## src/rtl/fetch_stage.sv

```systemverilog
// Instruction-fetch stage: owns the PC, drives instruction memory and the IF/ID register.
// Define FETCH_PERF_CNT_EN to add the perf_fetched / perf_stall_cycles counters.
module fetch_stage #(
    parameter logic [31:0] RESET_PC     = 32'h0000_0000,
    parameter bit          HALT_ON_ZERO = 1'b1
) (
    input  logic        clk,
    input  logic        rst,
    output logic [31:0] imem_addr,
    input  logic [31:0] imem_instr,
    input  logic        stall,
    input  logic        redirect_valid,
    input  logic [31:0] redirect_pc,
    input  logic        id_ready,
    output logic        if_valid,
    output logic [31:0] if_pc,
    output logic [31:0] if_pc_plus4,
    output logic [31:0] if_instr,
    output logic        halted,
    output logic        misalign_err
`ifdef FETCH_PERF_CNT_EN
    ,
    output logic [31:0] perf_fetched,
    output logic [31:0] perf_stall_cycles
`endif
);

    typedef enum logic [1:0] {
        IDLE = 2'd0,
        RUN  = 2'd1,
        HALT = 2'd2
    } state_t;

    state_t      state_q, state_d;
    logic [31:0] pc;
    logic [31:0] pc_plus4;
    logic        redir_act;
    logic        advance;
    logic        halt_hit;
    logic        load;

    assign imem_addr = pc;
    assign pc_plus4  = pc + 32'd4;
    assign halted    = (state_q == HALT);

    always_comb begin
        state_d   = state_q;
        redir_act = 1'b0;
        advance   = 1'b0;
        halt_hit  = 1'b0;
        load      = 1'b0;
        case (state_q)
            IDLE: state_d = RUN;
            RUN: begin
                if (redirect_valid) begin
                    redir_act = 1'b1;
                end else begin
                    advance  = !stall && (!if_valid || id_ready);
                    halt_hit = HALT_ON_ZERO && advance && (imem_instr == 32'h0000_0000);
                    load     = advance && !halt_hit;
                    if (halt_hit)
                        state_d = HALT;
                end
            end
            HALT: begin
                if (redirect_valid) begin
                    redir_act = 1'b1;
                    state_d   = RUN;
                end
            end
            default: state_d = IDLE;
        endcase
    end

    always_ff @(posedge clk or posedge rst) begin
        if (rst)
            state_q <= IDLE;
        else
            state_q <= state_d;
    end

    // Redirect flushes IF/ID and wins over both stall and advance.
    always_ff @(posedge clk or posedge rst) begin
        if (rst) begin
            pc           <= {RESET_PC[31:2], 2'b00};
            if_valid     <= 1'b0;
            if_pc        <= '0;
            if_pc_plus4  <= '0;
            if_instr     <= '0;
            misalign_err <= 1'b0;
        end else begin
            misalign_err <= redir_act && (redirect_pc[1:0] != 2'b00);
            if (redir_act) begin
                pc       <= {redirect_pc[31:2], 2'b00};
                if_valid <= 1'b0;
            end else if (load) begin
                pc          <= pc_plus4;
                if_valid    <= 1'b1;
                if_pc       <= pc;
                if_pc_plus4 <= pc_plus4;
                if_instr    <= imem_instr;
            end else if (if_valid && id_ready) begin
                if_valid <= 1'b0;
            end
        end
    end

`ifdef FETCH_PERF_CNT_EN
    always_ff @(posedge clk or posedge rst) begin
        if (rst) begin
            perf_fetched      <= '0;
            perf_stall_cycles <= '0;
        end else begin
            if (load)
                perf_fetched <= perf_fetched + 32'd1;
            if ((state_q == RUN) && !advance && !redir_act)
                perf_stall_cycles <= perf_stall_cycles + 32'd1;
        end
    end
`endif

endmodule

```

## config.mk

```make
export PLATFORM = sky130hd
export DESIGN_NAME = fetch_stage
export DESIGN_NICKNAME = d
export VERILOG_FILES = /design/src/rtl/fetch_stage.sv
export SDC_FILE = /design/constraint.sdc
export NUM_CORES = 1
export LEC_CHECK = 0
export CAP_MARGIN = 20
export CELL_PAD_IN_SITES_DETAIL_PLACEMENT = 1
export CELL_PAD_IN_SITES_GLOBAL_PLACEMENT = 2
export CORE_MARGIN = 3
export CORE_UTILIZATION = 30
export DETAILED_ROUTE_END_ITERATION = 16
export GPL_TIMING_DRIVEN = 0
export HOLD_SLACK_MARGIN = 0.05
export MAX_ROUTING_LAYER = met4
export PLACE_DENSITY_LB_ADDON = 0.1
export SETUP_SLACK_MARGIN = 0.3
export SLEW_MARGIN = 20
export SYNTH_ARGS = -nofsm -noshare
export SYNTH_HDL_FRONTEND = slang
export SYNTH_SLANG_ARGS = --single-unit
```

## constraint.sdc

```tcl
create_clock -name clk -period 6.2 [get_ports clk]
set_input_delay 0.93 -clock clk [delete_from_list [all_inputs] [get_ports clk]]
set_output_delay 0.93 -clock clk [all_outputs]
set_load 0.01 [all_outputs]
```

==> flow_metrics.env <==
export IMPL_nets=832
export IMPL_slew_headroom_pct=45.5
export IMPL_synth_flop_cell="dfrtp_1"
export IMPL_numClockSinks=126
export IMPL_slowest_stage="clkbuf_1"
export IMPL_final_util_pct=46.5
export IMPL_insertion_delay_ns=0.42
export IMPL_required_ns=6.53
export IMPL_finalCritPeriodShare_pct=66.2
export IMPL_gp_congestion=0.826
export IMPL_dp_slack_ns=1.62
export IMPL_synthesis_area_um2=5980
export IMPL_start_kind="input pin"
export IMPL_seqCellArea_um2=3150
export IMPL_grt_use_total_pct=20.6
export IMPL_slew_violations=0
export IMPL_routed_wl_um=21200
export IMPL_drt_initial_drc_count=204
export IMPL_htree_levels=4
export IMPL_layout_drive_gt1_share_pct=17.0
export IMPL_grt_pass1_vias=5682
export IMPL_synth_edff_count=0
export IMPL_path_cells="clkdlybuf4s50_1 -> nor4_1 -> nand4_1 -> o21ai_0 -> clkbuf_1 -> clkbuf_1 -> buf_2 -> buf_2 -> nand2_1 -> o21ai_0"
export IMPL_cts_tree="done"
export IMPL_multi_input_area_um2=2570
export IMPL_final_cell_area_um2=8900
export IMPL_hold_buffers=0
export IMPL_crit_path_max_fanout=10
export IMPL_core_rowCount=50
export IMPL_io_pins=200
export IMPL_post_cts_resized=0
export IMPL_dr_pass1_iters=4
export IMPL_skew_ns=0.00789
export IMPL_clkSlewWorstSetupHoldPaths_ns=0.05
export IMPL_status="finished clean"
export IMPL_rsz0062_at_grt="no"
export IMPL_cts_root_buf="clkbuf_16"
export IMPL_end_kind="register"
export IMPL_cts_buffers=17
export IMPL_antenna_found_initial=1
export IMPL_ys_ff_latch=126
export IMPL_cts_buffer_depth=2
export IMPL_ff2ff_setup_slack_ns=2.78
export IMPL_drc=0
export IMPL_fillers=2096
export IMPL_min_path_type="register to register"
export IMPL_ant_nets=0
export IMPL_setup_viol=0
export IMPL_fin_tns_setup_ns=0
export IMPL_async_flop_share_pct=100
export IMPL_vias=5116
export IMPL_slowest_delay_ns=0.50
export IMPL_dpl_instance_area_um2=8290
export IMPL_grt_pass1_wl_um=33200
export IMPL_cp_num_buf_inv=5
export IMPL_irDropWorstVdd_mv=0.203
export IMPL_min_period_ns=4.10
export IMPL_synthToLayoutAreaGrowth_pct=48.9
export IMPL_ys_types=44
export IMPL_cap_viol_max_count=0
export IMPL_finalHoldViolCount=0
export IMPL_whs_ns=0.477
export IMPL_wire_per_inst_um=20.5
export IMPL_p_leak_nw=3.68
export IMPL_dieArea_um2=21600
export IMPL_netlist_instances=541
export IMPL_vias_per_cell=4.95
export IMPL_syn_area_per_cell_um2=11.0
export IMPL_overflow=0
export IMPL_grt_max_degree=93
export IMPL_worst_pin_slew_ns=0.806
export IMPL_postCtsSetupBuffers=0
export IMPL_die_h_um=147
export IMPL_portBuffers=193
export IMPL_fin_ws_ns=2.10
export IMPL_die_x_um=147
export IMPL_critPathTopFamily="buffers and inverters"
export IMPL_coreArea_um2=19100
export IMPL_start_util_pct=31.2
export IMPL_crit_arrival_ns=4.44
export IMPL_yosys_warnings=0
export IMPL_power_density_nw_per_um2=322
export IMPL_fmax_ghz=0.244
export IMPL_timing_worst_setup_path_type="input pin to register"
export IMPL_hpwl_um=15700
export IMPL_synth_seq_area_share_pct=52.8
## worst register-to-register path, delay by kind of cell, from the launching register on
kind | cells | cell delay, ns
buf+inv | 5 | 1.34
simple gates | 2 | 0.79
compound gates | 2 | 0.50
flops | 1 | 0.40
fa+ha+maj | 1 | 0.22
## kinds of logic after synthesis
family                   after synthesis  share of synthesized area, %
AO/OA/AOI/OAI                         85                          9.30
multiplexers                          78                          14.5
adder cells (fa/ha/maj)                4                         0.838
other                                  1                        0.0628
buffers and inverters                 58                          4.48
flip-flops                           126                          52.8
XOR/XNOR                              30                          4.40
AND/OR/NAND/NOR                      159                          13.7
## sequential cells by signal (all words and copies together), names as in the netlist
name and count:
if_pc_plus4 30, if_pc 30, state_q 2, misalign_err 1, imem_addr 30, if_instr 32, if_valid 1
## Yosys cell counts (all sizes together) (6+ instances only)
cell    number  area [um^2]
nor4        20          125
a211o        7         61.3
dfrtp      126         3150
o31ai        8         60.1
inv         10         37.5
nand4       11         75.1
a221o        7         70.1
mux2        67          754
xnor2       18          158
nand2       62          233
nor3        10         50.1
o211ai       6         45.0
or4          8         63.8
o21ai       40          200
mux2i       11          110
nand3       10         50.1
and3         6         37.5
buf         29          156
xor2        12          105
clkbuf      19         73.8
nor2        12         45.0
## report_power, final
part           switching (W)  internal, W
Clock               0.000381     0.000662
Sequential          0.000103     0.000974
Combinational       0.000319     0.000425
Total               0.000804      0.00206
## per-layer routing
layer | wire length, um | track usage, % | vias up
li1 | - | - | 2361
met1 | 9190 | 24.7 | 2583
met2 | 10400 | 33.6 | 145
met3 | 1290 | 6.01 | 27
met4 | 337 | 6.24 | 0
met5 | 0 | - | -
## path summary, 6_finish.rpt
kind                                            start                     endpoint  depth (start not counted)
setup / recovery                        imem_instr[0]   if_pc_plus4[6]$_DFFE_PP0P_                         10
hold / removal             if_pc_plus4[9]$_DFFE_PP0P_   if_pc_plus4[9]$_DFFE_PP0P_                          2
setup reg to reg               state_q[1]$_DFFE_PP0P_  if_pc_plus4[31]$_DFFE_PP0P_                         10
hold reg to reg            if_pc_plus4[9]$_DFFE_PP0P_   if_pc_plus4[9]$_DFFE_PP0P_                          2
max in group asynchronous                         rst   if_pc_plus4[8]$_DFFE_PP0P_                          3
min in group asynchronous                         rst      if_instr[0]$_DFFE_PP0P_                          2
## placed cells by master (no fill, tap or decap), drive strengths merged, types with 18 or more instances in the layout
cell type,synthesis,routed
buf,29,30
clkbuf,19,41
clkdlybuf4s50,0,193
dfrtp,126,126
mux2,67,67
nand2,62,62
nor4,20,20
o21ai,40,40
xnor2,18,18
## cell type report
cell class              instances  area share (%)
flip-flops and latches        126            35.4
multi-input cells             362            28.9
repair buffers                194            22.0
clock buffers                  22            5.33
well taps                     260            3.66
plain buffers                  48            2.59
clock inverters                10            1.53
inverters                      10           0.506
diodes                          1          0.0281
## through the flow
stage / total power, W / std cells
2_1_floorplan: 0.00138 / 546
3_3_place_gp: 0.00182 / 999
3_5_place_dp: 0.00184 / 1000
4_1_cts: 0.00290 / 1032
5_1_grt: 0.00301 / 1033
6_report: 0.00287 / 1033
(Power assumes the default switching activity.)
==> RTL change 1, RTL diff (config.mk and constraints unchanged) <==
Change the parameter `HALT_ON_ZERO` from 1'b1 to 1'b0.
--- a/src/rtl/fetch_stage.sv
+++ b/src/rtl/fetch_stage.sv
@@ -2,7 +2,7 @@
 // Define FETCH_PERF_CNT_EN to add the perf_fetched / perf_stall_cycles counters.
 module fetch_stage #(
     parameter logic [31:0] RESET_PC     = 32'h0000_0000,
-    parameter bit          HALT_ON_ZERO = 1'b1
+    parameter bit          HALT_ON_ZERO = 1'b0
 ) (
     input  logic        clk,
     input  logic        rst,
Formal check against the unedited RTL: not equivalent (a bounded check fails within 4 cycles, from zero or initial values and one cycle with rst high).
==> RTL change 1 against the original RTL <==
- sequential cell count shrank 1
- cell area shrank 4.3%
- core utilization grew 0.14 points
- total power shrank 2.9%
- worst setup slack gained 1.3 ns
- area after synthesis shrank 5.2%
- global-route usage shrank 0.45 points
- largest power group unchanged
- routed wire length shrank 6.9%
- final cell count grew 3.0%
==> RTL change 1: results (changes against the original RTL) <==
Global route
  – Met2 Use GR: 32.6% (-1.0 points)
  – Vias in the first global route: 5556 (-2.2%)
  – First-pass GRT wire length: 31000 um (-6.8%)
  – Met1 usage: 25.3% (+0.56 points)
  – Largest net degree at the start of global routing: 91 (-2.2%)
  – GRT Util Overall: 20.1% (-0.45 points)

Placement
  – RD Place Congestion: 0.834 (+0.98%)
  – Setup Slack @ Placement: 2.95 ns (+1.33 ns)
  – Post-DP HPWL: 14500 um (-7.5%)

Routing
  – Total number of vias: 5123 (+0.14%)
  – DR WL/cell: 18.6 um (-9.7%)
  – Met2 wire length: 9810 um (-5.6%)
  – Metal-1 WL: 8650 um (-5.8%)

Finish
  – Buffers outside the clock class: 241 (-0.41%)
  – Nonclk inv count: 3 (-7)
  – Filler Cell Count: 2070 (-1.2%)
  – Sequential share of cell area: 36.7% (+1.3 points)
  – #MultiIn Comb: 434 (+20%)

Synth
  – Register area share after synthesis: 55.2% (+2.4 points)
  – Flops & latches, synth: 125 (-0.79%)
  – Ranking of synthesized cells by area: dfrtp_1, nand2_1, o21ai_0
  – Synth Instances: 604 (+12%)

Timing
  – Worst-Margin Slew: 0.798 ns (-0.00827 ns)

Pwr
  – Max IR drop VDD: 0.188 mV (-7.2%)

Status
  – Outcome: finished, final reports clean

Critical path
  – Slowest cell on crit path: nor2_1
## RTL change 1: changes by cell type after synthesis, sizes merged, moves of 8 or more
cell and change:
nand2 +174, mux2i -11, or4 -8, o21ai +12
a22oi +11, nor4 -12, mux2 -66
## RTL change 1: critical path, delay by kind of cell
family                 cells  cell delay (ns)
buffers and inverters      3             1.14
and+or+nand+nor            2             0.83
AOI/OAI and AO/OA          2             0.27
## RTL change 1: path summary, 6_finish.rpt
path / startpoint / end / slack (ns) / cells after the start
worst max-delay path: redirect_valid / imem_addr[25]$_DFFE_PP0P_ / 3.38 / 7
worst min-delay path: if_instr[17]$_DFFE_PP0P_ / if_instr[17]$_DFFE_PP0P_ / 0.47 / 2
worst max register to register: imem_addr[2]$_DFFE_PP0P_ / if_pc_plus4[28]$_DFFE_PP0P_ / 3.81 / 6
worst min register to register: if_instr[17]$_DFFE_PP0P_ / if_instr[17]$_DFFE_PP0P_ / 0.47 / 2
max in group asynchronous: rst / if_pc[31]$_DFFE_PP0P_ / 4.57 / 3
min in group asynchronous: rst / if_instr[1]$_DFFE_PP0P_ / 0.88 / 2
## RTL change 1: metrics by stage
step                      util (%)  area, um^2
after global routing          46.6        8520
after CTS                     46.6        8520
after global placement        43.2        7900
after floorplan                  -        5690
after detailed placement      43.4        7930
final                         46.6        8520
## RTL change 1: cell families after synthesis
logic type	share of synthesized area, %
mux	0.199
simple gates	24.7
xor+xnor	4.33
other cells	0.133
flops	55.2
buf+inv	4.84
compound gates	10.4
fa+ha+maj	0.221
## RTL change 1: where the power goes
group	internal (mW)	switching [mW]	leakage, nW
clock	0.649	0.360	0.284
combinational	0.379	0.323	1.97
sequential	0.961	0.112	1.59
==> RTL change 2, RTL diff (config.mk and constraints unchanged) <==
Made on the original files. Re-encode `state_t` (3 states) as one-hot, 3 bits wide.
--- a/src/rtl/fetch_stage.sv
+++ b/src/rtl/fetch_stage.sv
@@ -25,10 +25,10 @@
 `endif
 );
 
-    typedef enum logic [1:0] {
-        IDLE = 2'd0,
-        RUN  = 2'd1,
-        HALT = 2'd2
+    typedef enum logic [2:0] {
+        IDLE = 3'b001,
+        RUN  = 3'b010,
+        HALT = 3'b100
     } state_t;
 
     state_t      state_q, state_d;
Check against the original RTL: same outputs for any inputs over 4 cycles, from zero or initial values and one cycle with rst high; so few cycles prove little.
==> RTL change 2 against the original RTL <==
- hold slack got worse by 0.0013 ns
- non-clock buffer count shrank 9
- cell area shrank 3.8%
- sequential cell count is 1 higher
- sequential share of layout area increased by 1.7 points
- worst setup slack better by 0.64 ns
- routed wire length decreased by 2.7%
- area after synthesis down 4.8%
- critical endpoint is now if_instr[31]$_DFFE_PP0P_
- largest cell class unchanged
Power is not compared: it rests on default switching activity, and its combinational part moved more than twofold at a synthesized area within 25%.
==> RTL change 2: results (changes against the original RTL) <==
Status
  – Outcome: finished, final reports clean

Placement
  – Setup Slack @ Placement: 2.30 ns (+0.681 ns)
  – RD Place Congestion: 0.786 (-4.9%)
  – Post-placement cell count: 1037 (+3.7%)

Finish
  – Final Net Count: 897 (+7.8%)
  – Multi-input combinational area share: 27.0% (-1.9 points)
  – Clkbuf count: 23 (+4.5%)
  – #MultiIn Comb: 440 (+22%)
  – Filler Cell Count: 2015 (-3.9%)
  – Layout cells sized above 1: 5.49% (-11 points)

Global route
  – Largest net degree at the start of global routing: 68 (-27%)
  – GRT Util Overall: 20.8% (+0.24 points)
  – Initial antenna violation count: 0 (-1)
  – First-pass GRT wire length: 31900 um (-4.0%)

Hold path
  – Hold EP: if_pc_plus4[27]$_DFFE_PP0P_
  – Hold path depth: 1 (-1)

Routing
  – Total number of vias: 5293 (+3.5%)
  – Starting DRT DRC Count: 247 (+21%)
  – DR WL/cell: 19.3 um (-5.8%)
  – Total Wirelength: 20600 um (-2.7%)

Synth
  – Commonest cells in the netlist: nand2_1, dfrtp_1, nor2_1, o21ai_0
  – Flops & latches, synth: 127 (+0.79%)
  – Register area share after synthesis: 55.9% (+3.1 points)
  – Synth Instances: 609 (+13%)
  – Ranking of synthesized cells by area: dfrtp_1, nand2_1, a211o_1
  – Synth cell types: 46 (+4.5%)

Timing
  – Worst clock skew: 0.00757 ns (-0.000327 ns)
  – Hold slack: 0.475 ns (-0.00129 ns)
==> RTL change 2: cell types whose count changed after synthesis, moves of 10 or more <==
cell / delta
mux2_2: -67
o21ai_0: -17
nor2_1: +11
a211o_1: +10
nand3_1: +11
a21o_1: +10
buf_2: -17
nand2_1: +150
==> RTL change 2: report_power, final <==
part	switching [mW]	total (mW)	internal, mW
Combinational	0.803	1.77	0.969
Sequential	0.362	1.58	1.22
Clock	0.357	1.04	0.688
Total	1.52	4.39	2.87
==> RTL change 2: kinds of logic after synthesis <==
logic type / share of synthesized area [%]
simple gates: 25.7
flops: 55.9
compound gates: 10.4
buf+inv: 3.70
xor+xnor: 3.70
mux: 0.352
fa+ha+maj: 0.220
other cells: 0.0659
==> RTL change 2: routing by layer <==
metal	GRT usage, %	vias to the layer above	part of all wire, %
met5	-	-	0
met4	5.65	0	1.2
met3	4.83	19	5.0
met2	32.6	148	48
met1	27.3	2648	46
li1	-	2478	-
